[config.mk]
export PLATFORM = sky130hd
export DESIGN_NAME = multicycle_ctrl
export DESIGN_NICKNAME = d
export VERILOG_FILES = /design/src/rtl/multicycle_ctrl.sv
export SDC_FILE = /design/constraint.sdc
export NUM_CORES = 1
export LEC_CHECK = 0
export CORE_MARGIN = 5
export CORE_UTILIZATION = 46
export CTS_CLUSTER_DIAMETER = 80
export CTS_CLUSTER_SIZE = 25
export DETAILED_ROUTE_END_ITERATION = 12
export GPL_TIMING_DRIVEN = 0
export PLACE_DENSITY = 0.76
export SYNTH_ARGS = -nofsm -noshare
export SYNTH_HDL_FRONTEND = slang
export SYNTH_SLANG_ARGS = --single-unit
[constraint.sdc]
create_clock -name clk -period 3.6 [get_ports clk]
set_clock_uncertainty 0.2 [all_clocks]
set_input_delay 0.54 -clock clk [delete_from_list [all_inputs] [get_ports clk]]
set_output_delay 0.54 -clock clk [all_outputs]
set_load 0.02 [all_outputs]
[src/rtl/multicycle_ctrl.sv]
// Multicycle control FSM: sequences fetch/decode/exec/mem/writeback for a
// single-issue core, with a memory-wait watchdog and sticky trap causes.
module multicycle_ctrl #(
  parameter int unsigned MAX_WAIT = 255
) (
  input  logic        clk,
  input  logic        rst,
  input  logic        R_type,
  input  logic        load,
  input  logic        I_type,
  input  logic        jalr,
  input  logic        S_type,
  input  logic        SB_type,
  input  logic        U_type,
  input  logic        UJ_type,
  input  logic        branch_taken,
  input  logic        imem_ready,
  input  logic        dmem_ready,
  output logic        imem_req,
  output logic        dmem_re,
  output logic        dmem_we,
  output logic        ir_we,
  output logic        rf_we,
  output logic        pc_we,
  output logic [1:0]  pc_sel,
  output logic [1:0]  wb_sel,
  output logic [2:0]  state,
  output logic        illegal,
  output logic        timeout,
  output logic        retire,
  output logic [31:0] instret
);

  typedef enum logic [2:0] {
    StFetch  = 3'd0,
    StDecode = 3'd1,
    StExec   = 3'd2,
    StMem    = 3'd3,
    StWb     = 3'd4,
    StTrap   = 3'd5
  } state_e;

  // Count value on the last allowed wait cycle; no ready here means timeout.
  localparam logic [15:0] WaitLast = 16'(MAX_WAIT - 1);

  state_e      state_q, state_d;
  logic        illegal_q, illegal_d;
  logic        timeout_q, timeout_d;
  logic [31:0] instret_q, instret_d;
  logic [15:0] wait_q, wait_d;
  logic [7:0]  flags;

  assign flags = {R_type, load, I_type, jalr, S_type, SB_type, U_type, UJ_type};

  // State and status registers; rst overrides every transition.
  always_ff @(posedge clk) begin
    if (rst) begin
      state_q   <= StFetch;
      illegal_q <= 1'b0;
      timeout_q <= 1'b0;
      instret_q <= '0;
      wait_q    <= '0;
    end else begin
      state_q   <= state_d;
      illegal_q <= illegal_d;
      timeout_q <= timeout_d;
      instret_q <= instret_d;
      wait_q    <= wait_d;
    end
  end

  // Next-state logic; wait counter defaults to 0 so it is clear on entry to FETCH/MEM.
  always_comb begin
    state_d   = state_q;
    illegal_d = illegal_q;
    timeout_d = timeout_q;
    wait_d    = '0;
    instret_d = instret_q + 32'(retire);
    case (state_q)
      StFetch: begin
        if (imem_ready) begin
          state_d = StDecode;
        end else if (wait_q == WaitLast) begin
          state_d   = StTrap;
          timeout_d = 1'b1;
        end else begin
          wait_d = wait_q + 16'd1;
        end
      end
      StDecode: begin
        if ($onehot(flags)) begin
          state_d = StExec;
        end else begin
          state_d   = StTrap;
          illegal_d = 1'b1;
        end
      end
      StExec: begin
        if (SB_type) begin
          state_d = StFetch;
        end else if (load || S_type) begin
          state_d = StMem;
        end else if (R_type || I_type || U_type || UJ_type || jalr) begin
          state_d = StWb;
        end else begin
          // Flags vanished after decode: treat as an illegal instruction.
          state_d   = StTrap;
          illegal_d = 1'b1;
        end
      end
      StMem: begin
        if (dmem_ready) begin
          state_d = load ? StWb : StFetch;
        end else if (wait_q == WaitLast) begin
          state_d   = StTrap;
          timeout_d = 1'b1;
        end else begin
          wait_d = wait_q + 16'd1;
        end
      end
      StWb:    state_d = StFetch;
      StTrap:  state_d = StTrap;
      default: begin
        state_d   = StTrap;
        illegal_d = 1'b1;
      end
    endcase
  end

  // Strobes and selects decoded from current state and inputs; all quiet under rst.
  always_comb begin
    imem_req = 1'b0;
    dmem_re  = 1'b0;
    dmem_we  = 1'b0;
    ir_we    = 1'b0;
    rf_we    = 1'b0;
    pc_we    = 1'b0;
    retire   = 1'b0;
    pc_sel   = 2'd0;
    wb_sel   = 2'd0;
    if (!rst) begin
      case (state_q)
        StFetch: begin
          imem_req = 1'b1;
          ir_we    = imem_ready;
        end
        StExec: begin
          if (SB_type) begin
            pc_we  = 1'b1;
            retire = 1'b1;
            pc_sel = branch_taken ? 2'd1 : 2'd0;
          end
        end
        StMem: begin
          dmem_re = load;
          dmem_we = S_type && !load;
          if (dmem_ready && !load) begin
            pc_we  = 1'b1;
            retire = 1'b1;
          end
        end
        StWb: begin
          rf_we  = 1'b1;
          pc_we  = 1'b1;
          retire = 1'b1;
          if (UJ_type) pc_sel = 2'd2;
          else if (jalr) pc_sel = 2'd3;
          if (load) wb_sel = 2'd1;
          else if (UJ_type || jalr) wb_sel = 2'd2;
        end
        default: ;
      endcase
    end
  end

  assign state   = state_q;
  assign illegal = illegal_q;
  assign timeout = timeout_q;
  assign instret = instret_q;

endmodule

; ---- Word-level counts from Yosys, hierarchy flattened
; Index checks and enable logic that the tools add are counted.
[word_totals]
out_inout_bits = 48
regBits = 53
[classes]
eq_ne = 13
n_bitwise = 1
muxes = 46
n_addsub = 9
reduce_logical = 14
[ops]
columns = operator, n
row1 = 16-bit two-way mux, 3
row2 = 32-bit by 1-bit adder with 32-bit output, 1
row3 = 16-bit one-hot mux with 2 select lines, 1
row4 = 1-bit two-way mux, 23
row5 = 3-bit two-way mux, 7
row6 = "16-bit by 1-bit adder with 16-bit output, second input constant", 1
row7 = "16-bit by 8-bit == test with 1-bit output, second input constant", 1
row8 = 3-bit one-hot mux with 5 select lines, 1
row9 = 2-bit two-way mux, 7
row10 = "2-bit inequality test, second input constant", 6
row11 = 1-bit by 1-bit adder with 2-bit output, 4
row12 = 2-bit by 2-bit adder with 3-bit output, 2
row13 = "3-bit by 2-bit == test with 1-bit output, second input constant", 2
row14 = "3-bit == test, second input constant", 2
row15 = 1-bit logical OR, 6
row16 = 1-bit one-hot mux with 3 select lines, 2
row17 = 5-bit AND reduction, 1
row18 = 3-bit by 3-bit adder with 4-bit output, 1
row19 = "4-bit by 1-bit == test with 1-bit output, second input constant", 1
row20 = 2-bit one-hot mux with 2 select lines, 1
row21 = 4-bit OR reduction, 1
row22 = "3-bit by 1-bit == test with 1-bit output, second input constant", 1
row23 = 3-bit zero test, 1
row24 = 3-bit AND reduction, 1
row25 = 5 further kinds, 6

; ---- Depth between registers and ports, before layout
; Gate-level depths: netlist of run 1.
[logic_depth]
depth_word = 8
depth_mapped = 12
depth_no_buf = 12

; ---- Least setup slack after synthesis of run 1
; Ideal clock, no wire load.
[synth_timing]
path_kind = in2reg
startpoint = input port load
endpoint = register illegal_q (netlist: illegal)
n_path_buf = 0
required_time_ps = 3283
arrival_time_ps = 3452
cell_stages = 12
setup_slack_ps = -170
setup_ps = 117
cell_sequence = inv_1 fa_1 fa_1 fa_1 inv_1 ha_1 inv_1 fa_1 and4b_1 a21oi_1 or3_1 a32o_1
[synth_between]
elab_chain_len = 6
elab_cells_between_ends = 8
classes_between = add/sub: 3 / eq/ne: 3 / reduce/logical: 2
[synth_lines]
columns = item, line_no
row1 = "start, declared", 9  ; input logic load,
row2 = 1-bit by 1-bit adder with 2-bit output (implied by the code), 91  ; if ($onehot(flags)) begin
row3 = 2-bit by 2-bit adder with 3-bit output (implied by the code), 91
row4 = 3-bit by 3-bit adder with 4-bit output (implied by the code), 91
row5 = 4-bit by 1-bit == test with 1-bit output, 91
row6 = 2-bit inequality test (no line), -
row7 = 5-bit AND reduction (no line) (*), -
row8 = "end signal, assigned", 65  ; illegal_q <= illegal_d;
row9 = "end, declared", 47  ; logic illegal_q, illegal_d;
; Mark *: on every way between the ends. The rest lies on a longest branch, timed or not.
; A chain may end at the register's enable or synchronous reset.

; ---- Worst setup path in the final report of run 1
[layout_timing]
startpoint = input port R_type
endpoint = register illegal_q (netlist: illegal)
[layout_between]
elab_chain_len = 6
elab_cells_between_ends = 11
classes_between = add/sub: 3 / eq/ne: 3 / reduce/logical: 5
[layout_lines]
columns = item, line_no
row1 = "start, declared", 8  ; input logic R_type,
row2 = 1-bit by 1-bit adder with 2-bit output (implied by the code) / 1-bit logical OR (equally long branches), "91, 103"
row3 = 2-bit by 2-bit adder with 3-bit output (implied by the code) / 1-bit logical OR (equally long branches), "91, 103"
row4 = 3-bit by 3-bit adder with 4-bit output (implied by the code) / 1-bit logical OR (equally long branches), "91, 103"
row5 = 4-bit by 1-bit == test with 1-bit output / 1-bit logical OR (equally long branches), "91, 103"
row6 = 2-bit inequality test (no line), -
row7 = 5-bit AND reduction (no line) (*), -
; Marks and branches as above.

==> results of run 1 <==
metal layers:
metal	part of all wire, %	vias to the layer above
met5	0	-
met4	1.1	0
li1	-	1356
met3	4.7	11
met1	44	1302
met2	50	60
power groups by stage:
stage | sequential [mW] | clock [mW] | combinational [mW]
detailed placement | 0.640 | 0 | 0.338
global placement | 0.639 | 0 | 0.334
CTS | 0.626 | 0.432 | 0.351
global route | 0.630 | 0.450 | 0.399
floorplan | 0.657 | 0 | 0.187
finish | 0.627 | 0.427 | 0.367
synthesized netlist by cell type, types with 7 or more instances:
| library cell | n |
|---|---|
| dfxtp_1 | 53 |
| nor2_1 | 35 |
| a21oi_1 | 25 |
| inv_1 | 21 |
| nand2_1 | 18 |
| xor2_1 | 17 |
| nand3_1 | 15 |
| o31ai_1 | 13 |
| or4_1 | 13 |
| nand4_1 | 10 |
| or3_1 | 10 |
| clkbuf_1 | 8 |
| o21ai_0 | 8 |
| and4_1 | 7 |
| ha_1 | 7 |
| nor3_1 | 7 |
layout by cell type, fill, tap and decap left out, types with 7 or more instances in the layout:
cell type        synthesis  routed
or4_1                   13      13
and4_1                   7       7
nand4_1                 10      10
nor2_1                  35      34
or3_1                   10       9
nand3_1                 15      15
o21ai_0                  8       8
clkbuf_1                 8       8
o31ai_1                 13      13
nor3_1                   7       7
inv_1                   21      17
xor2_1                  17      17
a21oi_1                 25      24
dfxtp_1                 53      53
clkdlybuf4s50_1          0      54
nand2_1                 18      18
area by class of cell:
class                   instances  area (um2)
clock inverters                 2        37.5
flip-flops and latches         53        1060
fillers                       532        2230
inverters                      21        88.8
multi-input cells             246        1680
well taps                      75        93.8
clock buffers                   6        82.6
repair buffers                 63         634
plain buffers                  18        87.6
repair_timing:
item                       CTS  global route
setup endpoints to repair    4            15
buffers inserted             2             2
resized for setup           24             7
pin swaps                    5             5
logic make-up (layout without fill, tap and decap cells):
family | count (synthesis) | count (layout) | share of synthesized area (%)
compound gates | 60 | 60 | 13.3
xor+xnor | 23 | 23 | 7.05
fa+ha+maj | 11 | 11 | 5.86
buf+inv | 39 | 110 | 5.82
flops | 53 | 53 | 37.1
mux | 2 | 2 | 0.744
simple gates | 150 | 150 | 30.1
through the flow:
stage,area [um2],cells,setup WS [ns],total power [mW]
finish,3760,484,-0.0547,1.42
global route,3760,484,-0.129,1.48
CTS,3710,482,-0.185,1.41
detailed placement,3550,472,-0.969,0.978
global placement,3550,472,-0.976,0.973
floorplan,2870,338,-0.150,0.844
state kept, by name, summed over array words and instances, names as in the netlist:
register and flops:
instret 32, timeout 1, state 3, wait_q 16, illegal 1
worst max path at each step:
| stage | from | to | slack, ns |
|---|---|---|---|
| after floorplan | R_type | illegal$_SDFFE_PP0P_ | -0.15 |
| after global placement | R_type | illegal$_SDFFE_PP0P_ | -0.98 |
| after detailed placement | R_type | illegal$_SDFFE_PP0P_ | -0.97 |
| after CTS | R_type | illegal$_SDFFE_PP0P_ | -0.18 |
| after global routing | R_type | illegal$_SDFFE_PP0P_ | -0.13 |
| final | R_type | illegal$_SDFFE_PP0P_ | -0.05 |
==> out/metrics.yaml, run 1 <==
run_status:
  status: "complete, but fails checks"
  violations: "setup timing"
yosys:
  synth_top_area_share_pct: 37.1
  synthesis.area_um2: 2860
  yosysUniqueCellTypes: 49
  synth-edff-count: 0
  synth_seq_area_share_pct: 37.1
  synthFlopType: "dfxtp_1"
  synth_top_cell_by_area: "dfxtp_1"
  synth_area_leaders: "dfxtp_1 (37%), xor2_1 (5.2%), nor2_1 (4.6%)"
  syn_inst: 338
  syn_avg_cell_area_um2: 8.46
  synth.ff_latch_count: 53
  synth_fp_nets: 362
  async_flop_share_pct: 0
  yosysWarnings: 0
hold_path:
  hold_start: "wait_q[0]$_SDFF_PP0_"
  min_to: "wait_q[0]$_SDFF_PP0_"
  hp-class: "register to register"
  hold_depth: 1
floorplan:
  io_pins: 61
  die_h_um: 88.8
  rows: 28
  core_area_um2: 5990
  initial_core_util_pct: 47.7
  die_x_um: 88.8
  dieArea_um2: 7890
sta:
  worst_pin_slew_ns: 0.561
  slew_viol_final: 0
  finalSetupTns_ns: -0.0612
  rsz0062_at_grt: "yes"
  period_minus_slack_ns: 3.65
  setup_viol: 2
  period_share_pct: 102
  max_freq_mhz: 274
  finalHoldViolations: 0
  fin_hold_ws_ns: 0.281
  fin_ws_ns: -0.0547
  max-slew-margin-rel_pct: 62.6
clocking:
  htree_levels: 2
  cts_tree: "done"
  clock_sinks: 53
  ctsHoldBuffers: 0
  ctsLongestPathBuffers: 2
  clock_latency_ns: 0.31
  cts_buffers: 5
  clkTransAtPathRegs_ns: 0.09
  ctsRootBufferMaster: "clkbuf_8"
critical_path:
  path_buf_inv: 4
  required_ns: 3.60
  reg2reg_slack_ns: 0.35
  cp_top_family: "adder cells"
  path_max_fanout: 2
  worstSetupStartpointType: "input pin"
  critical_path_class: "input pin to register"
  path_common_cell: "fa_1"
  crit_chain: "buf_12 > inv_8 > fa_1 > fa_1 > fa_1 > inv_2 > ha_4 > inv_2 > fa_1 > and4b_1 > a21oi_2 > or3_4 > a32o_1"
  crit_arrival_ns: 3.66
  r2r-start: "state[0]$_SDFF_PP0_"
  end_kind: "register"
  r2r_end: "instret[16]$_SDFF_PP0_"
  rr_worst_depth: 11
  cp_num_cells: 13
  crit_slowest_cell: "fa_1"
  critPathMaxStageDelay_ns: 0.54
finish:
  final_core_util_pct: 62.8
  syn2layout_area_growth_pct: 31.6
  drive_above_1_share_pct: 9.54
  n_antenna_cell: 0
  nNetsFinal: 432
drt:
  routed_via_density: 5.64
  dr_total_vias: 2729
  ant_nets: 0
  initialDrtViolationCount: 199
  drt_pass1_iterations: 4
  post_drt_wl_per_cell_um: 14.6
  routed_wl_um: 7060
  drc: 0
global_routing:
  grt_pass1_vias: 2578
  overflow: 0
  grt_max_degree: 17
  gr-usage-met3_pct: 4.19
  grtUsageMet2_pct: 32.6
  grt_pass1_wl_um: 12000
  use_met1_pct: 23.8
  busiest_layer: "met2"
  grt.total_usage_pct: 19.0
  antenna_found_initial: 0
placement:
  dp_hpwl_um: 5360
  io_buffers: 59
  gp_congestion: 0.850
power_and_ir_drop:
  comb_power_share_pct: 25.8
  swShare_pct: 29.8
  intPower_uw: 997
  sequentialPowerShare_pct: 44.1
  power.density_nw_per_um2: 378
  ir_worst_vdd_mv: 0.253
  clockPowerShare_pct: 30.0
  p_leak_nw: 1.33
  switchingPower_uw: 424
run:
  cap_violations: 0
Power figures use the tool's default switching activity.
==> run 2, diff against run 1 <==
--- a/config.mk
+++ b/config.mk
@@ -6,12 +6,11 @@
 export NUM_CORES = 1
 export LEC_CHECK = 0
 export CORE_MARGIN = 5
-export CORE_UTILIZATION = 46
+export CORE_UTILIZATION = 35
 export CTS_CLUSTER_DIAMETER = 80
 export CTS_CLUSTER_SIZE = 25
 export DETAILED_ROUTE_END_ITERATION = 12
 export GPL_TIMING_DRIVEN = 0
-export PLACE_DENSITY = 0.76
 export SYNTH_ARGS = -nofsm -noshare
 export SYNTH_HDL_FRONTEND = slang
 export SYNTH_SLANG_ARGS = --single-unit
==> out/metrics.yaml, run 2 (synthesized netlist as in run 1, its figures left out) <==
floorplan:
  io_pins: 61
  die_x_um: 100
  dieArea_um2: 10100
  die_h_um: 100
  initial_core_util_pct: 35.3
  rows: 33
  core_area_um2: 8090
finish:
  drive_above_1_share_pct: 8.87
  final_common_cell: "clkdlybuf4s50_1"
  nNetsFinal: 431
  n_antenna_cell: 0
  layout_common_cells: "clkdlybuf4s50_1 (54), dfxtp_1 (53), nor2_1 (34), a21oi_1 (24), nand2_1 (18)"
  nFillCells: 827
  largest_reg_flops: 32
  syn2layout_area_growth_pct: 30.5
run_status:
  status: "complete, but fails checks"
  violations: "setup timing"
power_and_ir_drop:
  p_leak_nw: 1.30
  power_mw: 1.30
  ir_worst_vdd_mv: 0.166
  power.density_nw_per_um2: 349
drt:
  post_drt_wl_per_cell_um: 13.9
  dr_total_vias: 2656
  ant_nets: 0
  drt_pass1_iterations: 4
  routed_wl_um: 7120
  drc: 0
  initialDrtViolationCount: 63
  routed_via_density: 5.20
sta:
  fin_hold_ws_ns: 0.280
  period_minus_slack_ns: 3.66
  setup_viol: 4
  max-slew-margin-rel_pct: 63.0
  worst_pin_slew_ns: 0.550
  slew_viol_final: 0
  max_freq_mhz: 273
  fin_ws_ns: -0.0618
  rsz0062_at_grt: "yes"
  period_share_pct: 102
  finalHoldViolations: 0
placement:
  preCtsSetupSlack_ns: -0.988
  io_buffers: 59
  gp_congestion: 0.908
  dp_hpwl_um: 5570
hold_path:
  hp-class: "register to register"
  hold_start: "wait_q[0]$_SDFF_PP0_"
critical_path:
  path_buf_inv: 4
  critical_path_class: "input pin to register"
  critPathMaxStageDelay_ns: 0.54
  required_ns: 3.60
  end_kind: "register"
  worstSetupStartpointType: "input pin"
  crit_slowest_cell: "fa_1"
  path_max_fanout: 2
  path_common_cell: "fa_1"
  crit_chain: "buf_8 > inv_4 > fa_1 > fa_1 > fa_1 > inv_1 > ha_2 > inv_2 > fa_1 > and4b_1 > a21oi_2 > or3_4 > a32o_1"
  cp_top_family: "adder cells"
  critPathLaunch: "jalr"
  r2r-start: "state[0]$_SDFF_PP0_"
  crit_arrival_ns: 3.67
global_routing:
  grt_pass1_vias: 2518
  grt_pass1_wl_um: 11800
  grt.total_usage_pct: 14.3
  grt_max_degree: 15
  antenna_found_initial: 0
  overflow: 0
clocking:
  htree_levels: 2
  cts_tree: "done"
  clock_latency_ns: 0.30
  cts_buffers: 5
  ctsHoldBuffers: 0
  clock_sinks: 53
  clkTransAtPathRegs_ns: 0.09
  ctsLongestPathBuffers: 2
  ctsRootBufferMaster: "clkbuf_8"
run:
  cap_violations: 0
## run 2: routing by layer
layer	GRT usage (%)	vias up	wire length (um)
met5	0	-	0
met4	4.77	0	106
met3	3.20	10	387
met2	23.8	55	3360
met1	18.4	1238	3270
li1	-	1353	-
## run 2: area by class of cell
type                    instances  area (um2)  area share [%]
well taps                     105         131            3.52
plain buffers                  18        87.6            2.35
inverters                      21        93.8            2.52
multi-input cells             246        1650            44.3
repair buffers                 62         631            16.9
flip-flops and latches         53        1060            28.4
clock inverters                 1        5.00           0.134
clock buffers                   5        68.8            1.84
## run 2: final timing paths
kind              cells after the start  slack (ns)                     end
setup / recovery                     13       -0.06    illegal$_SDFFE_PP0P_
hold / removal                        1        0.28    wait_q[0]$_SDFF_PP0_
setup reg to reg                     11        0.28  instret[26]$_SDFF_PP0_
hold reg to reg                       1        0.28    wait_q[0]$_SDFF_PP0_
## run 2: what timing repair did
action | 4_1_cts | 5_1_grt
pin swaps | 11 | 9
setup endpoints to repair | 4 | 9
resized for setup | 26 | 5
setup buffers | 3 | 0
## run 2: metrics by stage
step,instances,instance area [um2],setup TNS (ns),util (%)
6_report,511,3730,-0.141,46.1
5_1_grt,511,3730,-0.453,46.1
4_1_cts,511,3710,-0.817,45.9
3_5_place_dp,502,3590,-4.53,44.4
3_3_place_gp,502,3590,-4.06,44.4
2_1_floorplan,338,2870,-0.248,-
## run 2: power by group
| group | leakage [nW] | switching [mW] | total (mW) | internal (mW) |
|---|---|---|---|---|
| Combinational | 0.832 | 0.199 | 0.360 | 0.160 |
| Clock | 0.0399 | 0.185 | 0.313 | 0.129 |
| Sequential | 0.428 | 0.0196 | 0.627 | 0.608 |
==> run 3, diff against run 2 <==
--- a/config.mk
+++ b/config.mk
@@ -5,12 +5,15 @@
 export SDC_FILE = /design/constraint.sdc
 export NUM_CORES = 1
 export LEC_CHECK = 0
+export ABC_AREA = 1
 export CORE_MARGIN = 5
 export CORE_UTILIZATION = 35
 export CTS_CLUSTER_DIAMETER = 80
 export CTS_CLUSTER_SIZE = 25
 export DETAILED_ROUTE_END_ITERATION = 12
 export GPL_TIMING_DRIVEN = 0
+export REMOVE_ABC_BUFFERS = 1
+export SKIP_CTS_REPAIR_TIMING = 1
 export SYNTH_ARGS = -nofsm -noshare
 export SYNTH_HDL_FRONTEND = slang
 export SYNTH_SLANG_ARGS = --single-unit
==> out/metrics.yaml, run 3 <==
finish:
  nFillCells: 933
  stdcell_count: 674
  layout_common_cells: "nand2_1 (126), nor2_1 (98), inv_1 (60), clkdlybuf4s50_1 (55), dfxtp_1 (53)"
  final_common_cell: "nand2_1"
  fin_area_um2: 4050
  syn2layout_area_growth_pct: 26.3
  nNetsFinal: 586
  drive_above_1_share_pct: 9.24
  largest_reg_flops: 32
  n_antenna_cell: 0
clocking:
  clock_sinks: 53
  clkTransAtPathRegs_ns: 0.10
  ctsRootBufferMaster: "clkbuf_8"
  htree_levels: 2
  ctsLongestPathBuffers: 2
  cts_buffers: 5
  clock_latency_ns: 0.31
  cts_tree: "done"
floorplan:
  core_area_um2: 9060
  rows: 35
  die_x_um: 106
  dieArea_um2: 11200
  die_h_um: 106
  io_pins: 61
  initial_core_util_pct: 35.3
yosys:
  syn_avg_cell_area_um2: 6.42
  yosysUniqueCellTypes: 29
  netlist_top_cells_count: "nand2_1 (129), nor2_1 (99), inv_1 (64)"
  synth_top_area_share_pct: 33.1
  syn_inst: 499
  synth_area_leaders: "dfxtp_1 (33%), nand2_1 (15%), nor2_1 (12%)"
  synth-edff-count: 0
  yosysWarnings: 0
  synthMostInstantiatedCell: "nand2_1"
  async_flop_share_pct: 0
  synthFlopType: "dfxtp_1"
  synthesis.area_um2: 3200
  synth_seq_area_share_pct: 33.1
  synth_top_cell_by_area: "dfxtp_1"
  synth.ff_latch_count: 53
sta:
  max-slew-margin-rel_pct: 53.9
  period_share_pct: 97.6
  finalHoldViolations: 0
  max_freq_mhz: 285
  worst_pin_slew_ns: 0.691
  fin_hold_ws_ns: 0.280
  slew_viol_final: 0
  period_minus_slack_ns: 3.51
  setup_viol: 0
  rsz0062_at_grt: "yes"
drt:
  routed_via_density: 4.75
  drc: 0
  initialDrtViolationCount: 138
  drt_pass1_iterations: 5
  ant_nets: 0
  post_drt_wl_per_cell_um: 12.2
  dr_total_vias: 3202
  routed_wl_um: 8200
global_routing:
  grt.total_usage_pct: 14.8
  grt_max_degree: 36
  grt_pass1_vias: 3061
  grt_pass1_wl_um: 13900
  overflow: 0
  antenna_found_initial: 0
power_and_ir_drop:
  ir_worst_vdd_mv: 0.268
  power.density_nw_per_um2: 347
  p_leak_nw: 1.42
placement:
  gp_congestion: 0.903
  dp.cells: 664
  dp_hpwl_um: 6450
  io_buffers: 60
  placed_cell_area_um2: 3910
critical_path:
  required_ns: 3.57
  cp_top_family: "adder cells"
  crit_chain: "buf_12 > inv_8 > fa_1 > fa_1 > fa_1 > inv_1 > ha_2 > inv_2 > fa_2 > nand2_2 > nor2_4 > nand2_1 > nand2_1 > nand2_1 > nor2_1 > a21oi_1"
  critPathMaxStageDelay_ns: 0.56
  path_max_fanout: 5
  worstSetupStartpointType: "input pin"
  end_kind: "register"
  critical_path_class: "input pin to register"
  crit_arrival_ns: 3.48
  crit_slowest_cell: "fa_2"
  path_buf_inv: 4
run_status:
  status: "finished, final reports clean"
run:
  cap_violations: 0
hold_path:
  hp-class: "register to register"
## run 3: final timing paths
kind,from,endpoint,slack [ns],cells after the start
hold / removal,illegal$_SDFFE_PP0P_,illegal$_SDFFE_PP0P_,0.28,2
setup / recovery,load,state[0]$_SDFF_PP0_,0.09,16
setup reg to reg,state[0]$_SDFF_PP0_,instret[20]$_SDFF_PP0_,0.81,18
hold reg to reg,illegal$_SDFFE_PP0P_,illegal$_SDFFE_PP0P_,0.28,2
## run 3: tightest hold or removal path: stages, from the launching register on
cell and delay [ns]:
dfxtp_1 0.34, nor2_1 0.05, nor2_1 0.06
## run 3: metal layers
| metal | share of wire, % | GRT usage (%) | wire (um) |
|---|---|---|---|
| met1 | 45 | 18.7 | 3690 |
| met2 | 49 | 26.1 | 3990 |
| met3 | 4.6 | 2.39 | 380 |
| met4 | 1.7 | 3.98 | 136 |
| met5 | 0 | 0 | 0 |
## run 3: logic make-up (layout without fill, tap and decap cells)
family | count (synthesis) | count (layout) | share of synthesized area, %
AND/OR/NAND/NOR | 306 | 306 | 42.0
buffers and inverters | 75 | 139 | 9.14
flip-flops | 53 | 53 | 33.1
AO/OA/AOI/OAI | 38 | 38 | 6.17
XOR/XNOR | 16 | 16 | 4.37
adder cells (fa/ha/maj) | 11 | 11 | 5.23
## run 3: where the power goes
group	internal (mW)	total, mW	switching [mW]
Combinational	0.171	0.431	0.261
Clock	0.139	0.339	0.199
Sequential	0.609	0.633	0.0241
Total	0.919	1.40	0.484
## run 3: layout make-up
class | instances | area (um2) | area share (%)
Sequential cell | 53 | 1060 | 26.2
Clock buffer | 8 | 80.1 | 1.98
Timing Repair Buffer | 62 | 623 | 15.4
Inverter | 69 | 269 | 6.65
Multi-Input combinational cell | 371 | 1870 | 46.3
Tap cell | 111 | 139 | 3.43
## run 3: through the flow
stage               util [%]  worst slack [ns]  power [mW]  TNS, ns
finish                  44.6            0.0865        1.40        0
global placement        43.1            -0.719        1.04    -9.98
global route            44.6           -0.0505        1.50   -0.117
floorplan                  -             0.107       0.903        0
detailed placement      43.1            -0.731        1.05    -9.90
CTS                     44.0            -0.393        1.39    -3.43
